**config.mk**
```make
export PLATFORM = sky130hd
export DESIGN_NAME = starship_rom_arbiter
export DESIGN_NICKNAME = d
export VERILOG_FILES = /design/src/rtl/starship_rom_arbiter_pkg.sv /design/src/rtl/starship_rr_arb2.sv /design/src/rtl/starship_rom_arbiter.sv
export SDC_FILE = /design/constraint.sdc
export NUM_CORES = 1
export LEC_CHECK = 0
export BUFFER_PORTS_ARGS = -buffer_cell sky130_fd_sc_hd__buf_2
export CAP_MARGIN = 15
export CORE_MARGIN = 5
export CORE_UTILIZATION = 29
export DETAILED_ROUTE_END_ITERATION = 16
export PLACE_DENSITY = 0.82
export SYNTH_ARGS = -nofsm -noshare
export SYNTH_HDL_FRONTEND = slang
export SYNTH_SLANG_ARGS = --single-unit
```
**constraint.sdc**
```tcl
create_clock -name clock -period 1.7 [get_ports clock]
set_input_delay 0.17 -clock clock [delete_from_list [all_inputs] [get_ports clock]]
set_output_delay 0.17 -clock clock [all_outputs]
set_load 0.1 [all_outputs]
```
**src/rtl/starship_rom_arbiter_pkg.sv**
```systemverilog
// Shared types and defaults for the two-port ROM read arbiter.
package starship_rom_arbiter_pkg;

    localparam int unsigned ADDR_W_DEF = 11;
    localparam int unsigned DATA_W_DEF = 32;

    typedef enum logic {
        IDLE = 1'b0,
        PEND = 1'b1
    } state_e;

    typedef logic port_id_t;

endpackage

```
**src/rtl/starship_rr_arb2.sv**
```systemverilog
// Two-way round-robin grant; the pointer flips to the other port after any acceptance.
module starship_rr_arb2
    import starship_rom_arbiter_pkg::*;
(
    input  logic       clock,
    input  logic       reset,
    input  logic [1:0] req,
    input  logic       en,
    output logic [1:0] grant,
    output port_id_t   grant_id
);

    port_id_t ptr_q, ptr_d;

    always_comb begin
        grant_id = ptr_q;
        // Preferred port idle: fall through to the other one.
        if (!req[ptr_q]) begin
            grant_id = ~ptr_q;
        end
        grant = '0;
        if (en && req[grant_id]) begin
            grant[grant_id] = 1'b1;
        end
        ptr_d = ptr_q;
        if (|grant) begin
            ptr_d = ~grant_id;
        end
    end

    always_ff @(posedge clock or posedge reset) begin
        if (reset) begin
            ptr_q <= 1'b0;
        end else begin
            ptr_q <= ptr_d;
        end
    end

endmodule

```
**src/rtl/starship_rom_arbiter.sv**
```systemverilog
// Two-port round-robin arbiter in front of a synchronous ROM macro.
// Define STARSHIP_ROM_ARB_PERF_EN to enable saturating per-port grant counters.
module starship_rom_arbiter
    import starship_rom_arbiter_pkg::*;
#(
    parameter int unsigned ADDR_W = ADDR_W_DEF,
    parameter int unsigned DATA_W = DATA_W_DEF
) (
    input  logic              clock,
    input  logic              reset,
    input  logic [1:0]        req_valid,
    output logic [1:0]        req_ready,
    input  logic [ADDR_W-1:0] req_addr_0,
    input  logic [ADDR_W-1:0] req_addr_1,
    output logic [1:0]        resp_valid,
    input  logic [1:0]        resp_ready,
    output logic [DATA_W-1:0] resp_data,
    output logic              rom_me,
    output logic              rom_oe,
    output logic [ADDR_W-1:0] rom_address,
    input  logic [DATA_W-1:0] rom_q,
    output logic [31:0]       grant_cnt_0,
    output logic [31:0]       grant_cnt_1
);

    state_e   state_q, state_d;
    port_id_t owner_q, owner_d;
    logic     arb_en;
    logic     accept;
    logic [1:0] grant;
    port_id_t grant_id;

    // New reads only when nothing is pending or the pending one retires this cycle.
    assign arb_en = !reset && ((state_q == IDLE) || resp_ready[owner_q]);
    assign accept = |grant;

    starship_rr_arb2 u_arb (
        .clock    (clock),
        .reset    (reset),
        .req      (req_valid),
        .en       (arb_en),
        .grant    (grant),
        .grant_id (grant_id)
    );

    assign req_ready   = grant;
    assign rom_me      = accept;
    assign rom_address = grant_id ? req_addr_1 : req_addr_0;
    assign resp_data   = rom_q;

    always_comb begin
        state_d    = state_q;
        owner_d    = owner_q;
        resp_valid = '0;
        rom_oe     = 1'b0;
        case (state_q)
            IDLE: begin
                if (accept) begin
                    state_d = PEND;
                    owner_d = grant_id;
                end
            end
            PEND: begin
                rom_oe              = 1'b1;
                resp_valid[owner_q] = 1'b1;
                if (resp_ready[owner_q]) begin
                    if (accept) begin
                        owner_d = grant_id;
                    end else begin
                        state_d = IDLE;
                    end
                end
            end
            default: state_d = IDLE;
        endcase
    end

    always_ff @(posedge clock or posedge reset) begin
        if (reset) begin
            state_q <= IDLE;
            owner_q <= 1'b0;
        end else begin
            state_q <= state_d;
            owner_q <= owner_d;
        end
    end

`ifdef STARSHIP_ROM_ARB_PERF_EN
    logic [31:0] cnt0_q, cnt0_d;
    logic [31:0] cnt1_q, cnt1_d;

    always_comb begin
        cnt0_d = cnt0_q;
        cnt1_d = cnt1_q;
        if (grant[0] && (cnt0_q != '1)) begin
            cnt0_d = cnt0_q + 32'd1;
        end
        if (grant[1] && (cnt1_q != '1)) begin
            cnt1_d = cnt1_q + 32'd1;
        end
    end

    always_ff @(posedge clock or posedge reset) begin
        if (reset) begin
            cnt0_q <= '0;
            cnt1_q <= '0;
        end else begin
            cnt0_q <= cnt0_d;
            cnt1_q <= cnt1_d;
        end
    end

    assign grant_cnt_0 = cnt0_q;
    assign grant_cnt_1 = cnt1_q;
`else
    assign grant_cnt_0 = '0;
    assign grant_cnt_1 = '0;
`endif

endmodule
```
==> flow_summary.ini, run 1 <==
[drt]
num_vias = 686
wl_per_cell_microns = 12.1
via_per_inst = 3.45
firstDrtPassIters = 4
drtIter0Drc = 8
wirelength_mm = 2.40
drc = 0
ant_nets = 0

[layout]
fill_cells = 389
seq_area_sq_um = 78.8
instances_no_fill = 199
utilization = 0.317
post-route-cell-area_sq_um = 1160
most-common-layout-cells = conb_1, buf_2, buf_12
drive_above_1_share = 0.470
multi_input_area_sq_um = 522
area_delta_synth_final_pct = 6.54
fin_nets = 212
diodes = 0
layout_commonest_cell = conb_1

[global_route]
grt_pass1_wl_mm = 2.95
grt_pass1_vias = 621
grt_use_total = 0.0781
grt_overflow = 0
grt_max_degree = 11
antenna_found_initial = 1

[power_and_ir_drop]
p_leak_nw = 0.666
power.internal_mw = 0.707
switchingPower_mw = 1.51
combPwrFrac = 0.844
pwr-share-seq = 0.064
netSwitchingFraction = 0.681
p_per_area_nw_per_um2 = 1900
irDropWorstVdd_mv = 0.650
pwr-share-clk = 0.092

[clock_network]
worstSkewPairLatency_ps = 210
clkSinkCount = 3
cts-root-buf = clkbuf_8
cts_buffers = 3
path_clk_slew_ps = 30
clk_path_buf_depth = 2
htree_levels = 1
cts_tree = built

[worst_setup_path]
cp.required_ps = 1530
rrSetupSlack_ps = 370
path_buf_inv = 2
endpoint_kind = output pin
critPathTopFamily = multiplexers
startpoint_type = flop
critPathKind = flop to output pin
slowest_delay_ps = 390
cpMaxStageDelayCell = dfrtp_1
r2r_start = owner_q$_DFFE_PP0P_
cp.arrival_ps = 1620
rr_worst_depth = 3
path_cells = mux2i_4 -> buf_6 -> mux2_4 -> buf_12
cp_max_fo = 9
reg2reg_to = u_arb.ptr_q$_DFFE_PP0P_

[die]
io_pins = 173
dieArea_sq_um = 5090
die_h_microns = 71.3
fp-row-count = 22
die_w_microns = 71.3
start_util = 0.298
fp.coreArea_sq_um = 3660

[sta]
rsz0062_at_grt = yes
fin_setup_tns_ps = -881
hold_slack_ps = 312
post-route-min-period_ps = 1790
slew_violations = 0
fin_ws_ps = -93.3
finalCritPeriodShare = 1.05
fmax_ghz = 0.558
skew_ps = 1.92
hold_violations = 0
setup_violations = 12

[run_status]
violations = setup timing
outcome = complete, but fails checks

[synth]
yosysSeqAreaShare = 0.0688
synth_cell_type_count = 19
synth_warnings = 0
syn-mean-instance-area_sq_um = 8.39
synthCells = 130
syn_area_sq_um = 1090
ys_ff_latch = 3

[place]
place.gp.congestion = 0.693
portBuffers = 44
placed_cells = 189
placed_area_sq_um = 1030
dpl.hpwl_mm = 2.18

[worst_hold_path]
hold_class = input pin to flop
worstHoldStart = req_valid[0]
worstHoldPathCells = 3
holdPathEnd = state_q$_DFF_PP0_

[run]
cap_violations = 0
power groups by stage:
stage	combinational, mW	clock, mW	sequential, mW
after floorplan	1.93	0	0.170
after global placement	1.76	0	0.139
after detailed placement	1.78	0	0.144
after CTS	1.85	0.209	0.143
after global routing	1.91	0.215	0.148
final	1.87	0.204	0.141
tightest hold or removal path, delay by kind of cell:
family | cells | cell delay (ps)
AOI/OAI and AO/OA | 1 | 140
buffers and inverters | 1 | 90
and+or+nand+nor | 1 | 90
cell families after synthesis:
family / Yosys count / synth area share
AO/OA/AOI/OAI: 5 / 0.0333
flip-flops: 3 / 0.0688
AND/OR/NAND/NOR: 7 / 0.0390
other: 1 / 0.00344
buffers and inverters: 100 / 0.681
multiplexers: 14 / 0.174
state kept, by name, summed over array words and instances (netlist names):
register	count
owner_q	1
u_arb.ptr_q	1
state_q	1
per-layer routing:
metal	vias up	track usage	share of wire
met1	306	0.0508	0.23
met2	78	0.142	0.51
met5	-	0	0.0046
li1	286	-	-
met3	14	0.0589	0.22
met4	2	0.0605	0.039
what timing repair did:
action	CTS	global route
resized for setup	11	0
hold endpoints to repair	3	0
buffers inserted	3	2
setup endpoints to repair	13	13
hold buffers	1	0
cell usage after synthesis:
cell,count,share of area
buf_4,96,0.66
mux2_2,6,0.062
mux2_4,6,0.083
dfrtp_1,3,0.069
inv_1,3,0.010
nand2_1,2,0.0069
nor2b_1,2,0.011
a21oi_1,1,0.0046
a21oi_2,1,0.0080
and2_1,1,0.0057
and2_2,1,0.0069
and2b_2,1,0.0080
buf_6,1,0.010
conb_1,1,0.0034
mux2i_1,1,0.0092
mux2i_4,1,0.021
o21ai_0,1,0.0046
o21bai_1,1,0.0069
o2bb2a_1,1,0.0092
layout make-up:
cell class | count | share of cell area
Multi-Input combinational cell | 90 | 0.449
Timing Repair Buffer | 51 | 0.383
Sequential cell | 3 | 0.0678
Inverter | 3 | 0.00969
Tap cell | 48 | 0.0517
Clock buffer | 4 | 0.0388
worst max-delay path by stage:
stage                                  from             end  slack (ps)  cells after the start
global placement    u_arb.ptr_q$_DFFE_PP0P_  rom_address[4]          90                      4
CTS                 u_arb.ptr_q$_DFFE_PP0P_  rom_address[9]        -120                      4
detailed placement  u_arb.ptr_q$_DFFE_PP0P_  rom_address[9]          40                      4
finish              u_arb.ptr_q$_DFFE_PP0P_  rom_address[9]         -90                      4
floorplan                 state_q$_DFF_PP0_    req_ready[1]        -240                      2
global route        u_arb.ptr_q$_DFFE_PP0P_  rom_address[9]        -130                      4
per-stage QoR:
stage | power [mW] | setup slack [ps]
after floorplan | 2.10 | -237
after global placement | 1.90 | 85.7
after detailed placement | 1.92 | 38.6
after CTS | 2.21 | -122
after global routing | 2.27 | -133
final | 2.21 | -93.3
No activity file was read; power rests on OpenSTA's default activity.
==> run 2: changes to the inputs <==
TNS_END_PERCENT = 10   (was unset)
==> run 2 against run 1 <==
The run still ends with setup timing left. Clock power about the same. Die area unchanged. Critical path type unchanged. Largest power group unchanged. Final cell count is 1.0% lower. Routed wire length rose by 0.58%. Via count down 0.29%. Clock skew about the same.
==> flow_summary.ini, run 2 (same netlist as run 1, synthesis figures left out) <==
[run_status]
outcome = complete, but fails checks
violations = setup timing

[power_and_ir_drop]
p_per_area_nw_per_um2 = 1910
irDropWorstVdd_mv = 0.648
p_leak_nw = 0.656

[layout]
seq_area_sq_um = 78.8
largest_registers = owner_q (1), state_q (1), u_arb.ptr_q (1)
multi_input_area_sq_um = 526
fill_cells = 381
most-common-layout-cells = conb_1, buf_2, buf_12
post-route-cell-area_sq_um = 1150
instances_no_fill = 197
layout_commonest_cell = conb_1
diodes = 0
fin_nets = 210
area_delta_synth_final_pct = 5.50
drive_above_1_share = 0.470

[worst_setup_path]
cp.required_ps = 1530
cp.arrival_ps = 1560
critPathKind = flop to output pin
endpoint_kind = output pin
startpoint_type = flop
cp_max_fo = 3

[place]
dp_slack_ps = 38.6
place.gp.congestion = 0.693
portBuffers = 44
dpl.hpwl_mm = 2.18
placed_cells = 189
placed_area_sq_um = 1030

[drt]
wl_per_cell_microns = 12.3
ant_nets = 0
drtIter0Drc = 7
wirelength_mm = 2.42
drc = 0
num_vias = 684
firstDrtPassIters = 4
via_per_inst = 3.47

[sta]
post-route-min-period_ps = 1730
hold_slack_ps = 307
setup_violations = 11
slew_violations = 0
fmax_ghz = 0.578
rsz0062_at_grt = yes
skew_ps = 2.03
hold_violations = 0
fin_setup_tns_ps = -217
fin_ws_ps = -31.5
finalCritPeriodShare = 1.02

[die]
die_w_microns = 71.3
fp-row-count = 22
die_h_microns = 71.3
start_util = 0.298
fp.coreArea_sq_um = 3660
dieArea_sq_um = 5090
io_pins = 173

[global_route]
grt_pass1_wl_mm = 2.93
grt_max_degree = 11
grt_overflow = 0
grt_use_total = 0.0775
antenna_found_initial = 1
grt_pass1_vias = 603

[clock_network]
cts_buffers = 3
cts-root-buf = clkbuf_8
clkSinkCount = 3
cts_tree = built
clk_path_buf_depth = 2
worstSkewPairLatency_ps = 210
htree_levels = 1
path_clk_slew_ps = 30

[worst_hold_path]
hold_class = input pin to flop

[run]
cap_violations = 0
[run 2: cell count changes in the layout (fill, tap and decap cells not counted)]
cell,delta
buf_4,-2
mux2i_1,-1
mux2i_2,+1
[run 2: timing repair]
action	in CTS	in global routing
hold endpoints to repair	3	0
setup buffers	0	3
hold buffers	1	0
resized for setup	11	1
endpoints found under the setup margin	13	13
[run 2: routing by layer]
layer  vias to the layer above  global-route usage  part of all wire
li1                        283                   -                 -
met1                       307              0.0516              0.23
met2                        78               0.139              0.51
met3                        14              0.0589              0.21
met4                         2              0.0605             0.039
met5                         -                   0            0.0046
[run 2: final cells by class]
| cell class | instances | area share |
|---|---|---|
| Clock buffer | 4 | 0.0391 |
| Timing Repair Buffer | 49 | 0.374 |
| Multi-Input combinational cell | 90 | 0.457 |
| Inverter | 3 | 0.00978 |
| Sequential cell | 3 | 0.0685 |
| Tap cell | 48 | 0.0522 |
[run 2: metrics by stage]
| stage | utilization | power (mW) |
|---|---|---|
| floorplan | - | 2.10 |
| detailed placement | 0.283 | 1.92 |
| finish | 0.314 | 2.20 |
| global route | 0.314 | 2.26 |
| global placement | 0.283 | 1.90 |
| CTS | 0.307 | 2.18 |
[run 2: worst paths after layout]
check | start | to | slack, ps | depth (start not counted)
max | u_arb.ptr_q$_DFFE_PP0P_ | rom_address[10] | -30 | 4
max reg2reg | owner_q$_DFFE_PP0P_ | u_arb.ptr_q$_DFFE_PP0P_ | 370 | 3
min in group asynchronous | reset | state_q$_DFF_PP0_ | 400 | 3
min | resp_ready[1] | state_q$_DFF_PP0_ | 310 | 4
max in group asynchronous | reset | state_q$_DFF_PP0_ | 1160 | 3
min reg2reg | u_arb.ptr_q$_DFFE_PP0P_ | u_arb.ptr_q$_DFFE_PP0P_ | 600 | 1
[run 2: critical path: stages (launching register included)]
cell     delay, ps
dfrtp_1        390
mux2i_4        270
buf_4          160
mux2_2         340
buf_6          190
[run 2: power breakdown]
group / internal, mW / switching [mW]
combinational: 0.434 / 1.42
sequential: 0.102 / 0.0407
clock: 0.160 / 0.0445
==> run 3: changes to the inputs <==
CAP_MARGIN = unset   (was 15)
CORE_UTILIZATION = 30   (was 29)
CTS_BUF_LIST = sky130_fd_sc_hd__clkbuf_4   (was unset)
PLACE_DENSITY = 0.84   (was 0.82)
==> run 3 against run 2 <==
The flow still finishes with violations (setup timing). Critical path depth unchanged. Register-to-register slack better by 20 ps. Clock power down 31%. Count of clock-buffer cells in the layout unchanged.
==> flow_summary.ini, run 3 (same netlist as run 1, synthesis figures left out) <==
[worst_setup_path]
path_cells = mux2i_4 -> buf_6 -> mux2_4 -> buf_12
slowest_delay_ps = 390
endpoint_kind = output pin
rrSetupSlack_ps = 390
cp.required_ps = 1530
cp.arrival_ps = 1590
critPathTopFamily = multiplexers
startpoint = u_arb.ptr_q$_DFFE_PP0P_
cpMaxStageDelayCell = dfrtp_1
startpoint_type = flop
path_buf_inv = 2
cp_max_fo = 9
critPathKind = flop to output pin
reg2reg_to = u_arb.ptr_q$_DFFE_PP0P_
r2r_start = owner_q$_DFFE_PP0P_
rr_worst_depth = 3

[power_and_ir_drop]
switchingPower_mw = 1.50
irDropWorstVdd_mv = 0.578
pwr-share-seq = 0.067
p_leak_nw = 0.659
combPwrFrac = 0.868
p_per_area_nw_per_um2 = 1870
power.internal_mw = 0.659
pwr-share-clk = 0.065
netSwitchingFraction = 0.695

[die]
die_h_microns = 70.3
io_pins = 173
die_w_microns = 70.3
fp-row-count = 22
start_util = 0.305
fp.coreArea_sq_um = 3580
dieArea_sq_um = 4940

[layout]
fin_nets = 210
fill_cells = 392
layout_commonest_cell = conb_1
largest_registers = owner_q (1), state_q (1), u_arb.ptr_q (1)
instances_no_fill = 197
drive_above_1_share = 0.483
most-common-layout-cells = conb_1, buf_2, buf_12
area_delta_synth_final_pct = 5.73
diodes = 0

[sta]
rsz0062_at_grt = yes
hold_violations = 0
setup_violations = 11
skew_ps = 0.0802
fmax_ghz = 0.569
slew_violations = 0
fin_ws_ps = -56.6
finalCritPeriodShare = 1.03
post-route-min-period_ps = 1760
hold_slack_ps = 282

[global_route]
grt_max_degree = 10
grt_pass1_vias = 579
grt_use_total = 0.0776
antenna_found_initial = 0
grt_util_met1 = 0.0588
grt_use_met3 = 0.0489
grt_overflow = 0
grt_pass1_wl_mm = 2.78
busiest_layer = met2
gr-usage-met2 = 0.130

[place]
dpl.hpwl_mm = 2.01
placed_cells = 189
place.gp.congestion = 0.691
portBuffers = 44

[clock_network]
path_clk_slew_ps = 40
clkSinkCount = 3
htree_levels = 1
worstSkewPairLatency_ps = 230
cts_buffers = 3
cts_tree = built
clk_path_buf_depth = 2
cts-root-buf = clkbuf_4

[drt]
drc = 0
wirelength_mm = 2.30
ant_nets = 0
wl_per_cell_microns = 11.7
drtIter0Drc = 2
num_vias = 664
via_per_inst = 3.37
firstDrtPassIters = 4

[worst_hold_path]
holdPathEnd = state_q$_DFF_PP0_
hold_class = input pin to flop
worstHoldPathCells = 4
worstHoldStart = resp_ready[1]

[run_status]
outcome = complete, but fails checks
violations = setup timing

[run]
cap_violations = 0
run 3: cell count changes in the layout (fill, tap and decap cells not counted):
cell | before | now
buf_12 | 9 | 10
clkbuf_4 | 0 | 4
dfrtp_1 | 2 | 1
mux2_4 | 6 | 7
buf_4 | 3 | 2
clkbuf_1 | 1 | 0
dfrtp_2 | 0 | 1
clkbuf_8 | 3 | 0
mux2_2 | 6 | 5
run 3: worst reg2reg max path, stage by stage (launching register included):
cell	delay (ps)
dfrtp_2	430
mux2i_2	180
a21oi_4	210
mux2_2	360
run 3: what timing repair did:
item,in CTS,in global routing
hold buffers,1,0
setup endpoints to repair,13,13
hold endpoints to repair,3,0
setup buffers,3,0
gates resized for setup,13,4
run 3: worst max path at each step:
| stage | to | slack (ps) | depth (start not counted) |
|---|---|---|---|
| detailed placement | rom_address[5] | 40 | 4 |
| global route | rom_address[5] | -120 | 4 |
| finish | rom_address[5] | -60 | 4 |
| global placement | rom_address[4] | 100 | 4 |
| CTS | rom_address[5] | -70 | 4 |
| floorplan | req_ready[1] | -240 | 2 |
run 3: layout make-up:
cell class	count	area (sq um)	share of cell area
clock buffers	4	30.0	0.0260
inverters	3	11.3	0.00976
multi-input cells	90	529	0.459
flip-flops and latches	3	80.1	0.0694
well taps	48	60.1	0.0521
repair buffers	49	443	0.384
run 3: per-layer routing:
| layer | part of all wire | up-vias | routed length [microns] |
|---|---|---|---|
| li1 | - | 282 | - |
| met1 | 0.26 | 287 | 598 |
| met2 | 0.51 | 75 | 1160 |
| met3 | 0.19 | 20 | 427 |
| met4 | 0.049 | 0 | 113 |
| met5 | 0 | - | 0 |
run 3: power groups by stage:
stage / Combinational [mW] / Clock [mW] / Sequential (mW)
6_report: 1.88 / 0.141 / 0.145
5_1_grt: 1.92 / 0.163 / 0.149
4_1_cts: 1.86 / 0.147 / 0.142
3_5_place_dp: 1.77 / 0 / 0.143
3_3_place_gp: 1.76 / 0 / 0.139
2_1_floorplan: 1.93 / 0 / 0.170
run 3: metrics by stage:
stage | total power, mW | utilization | TNS [ps] | area [sq um] | setup slack [ps]
2_1_floorplan | 2.10 | - | -562 | 1340 | -237
3_3_place_gp | 1.90 | 0.289 | 0 | 1030 | 99.8
3_5_place_dp | 1.92 | 0.289 | 0 | 1030 | 40.0
4_1_cts | 2.15 | 0.319 | -621 | 1140 | -67.6
5_1_grt | 2.23 | 0.322 | -1250 | 1150 | -118
6_report | 2.16 | 0.322 | -531 | 1150 | -56.6
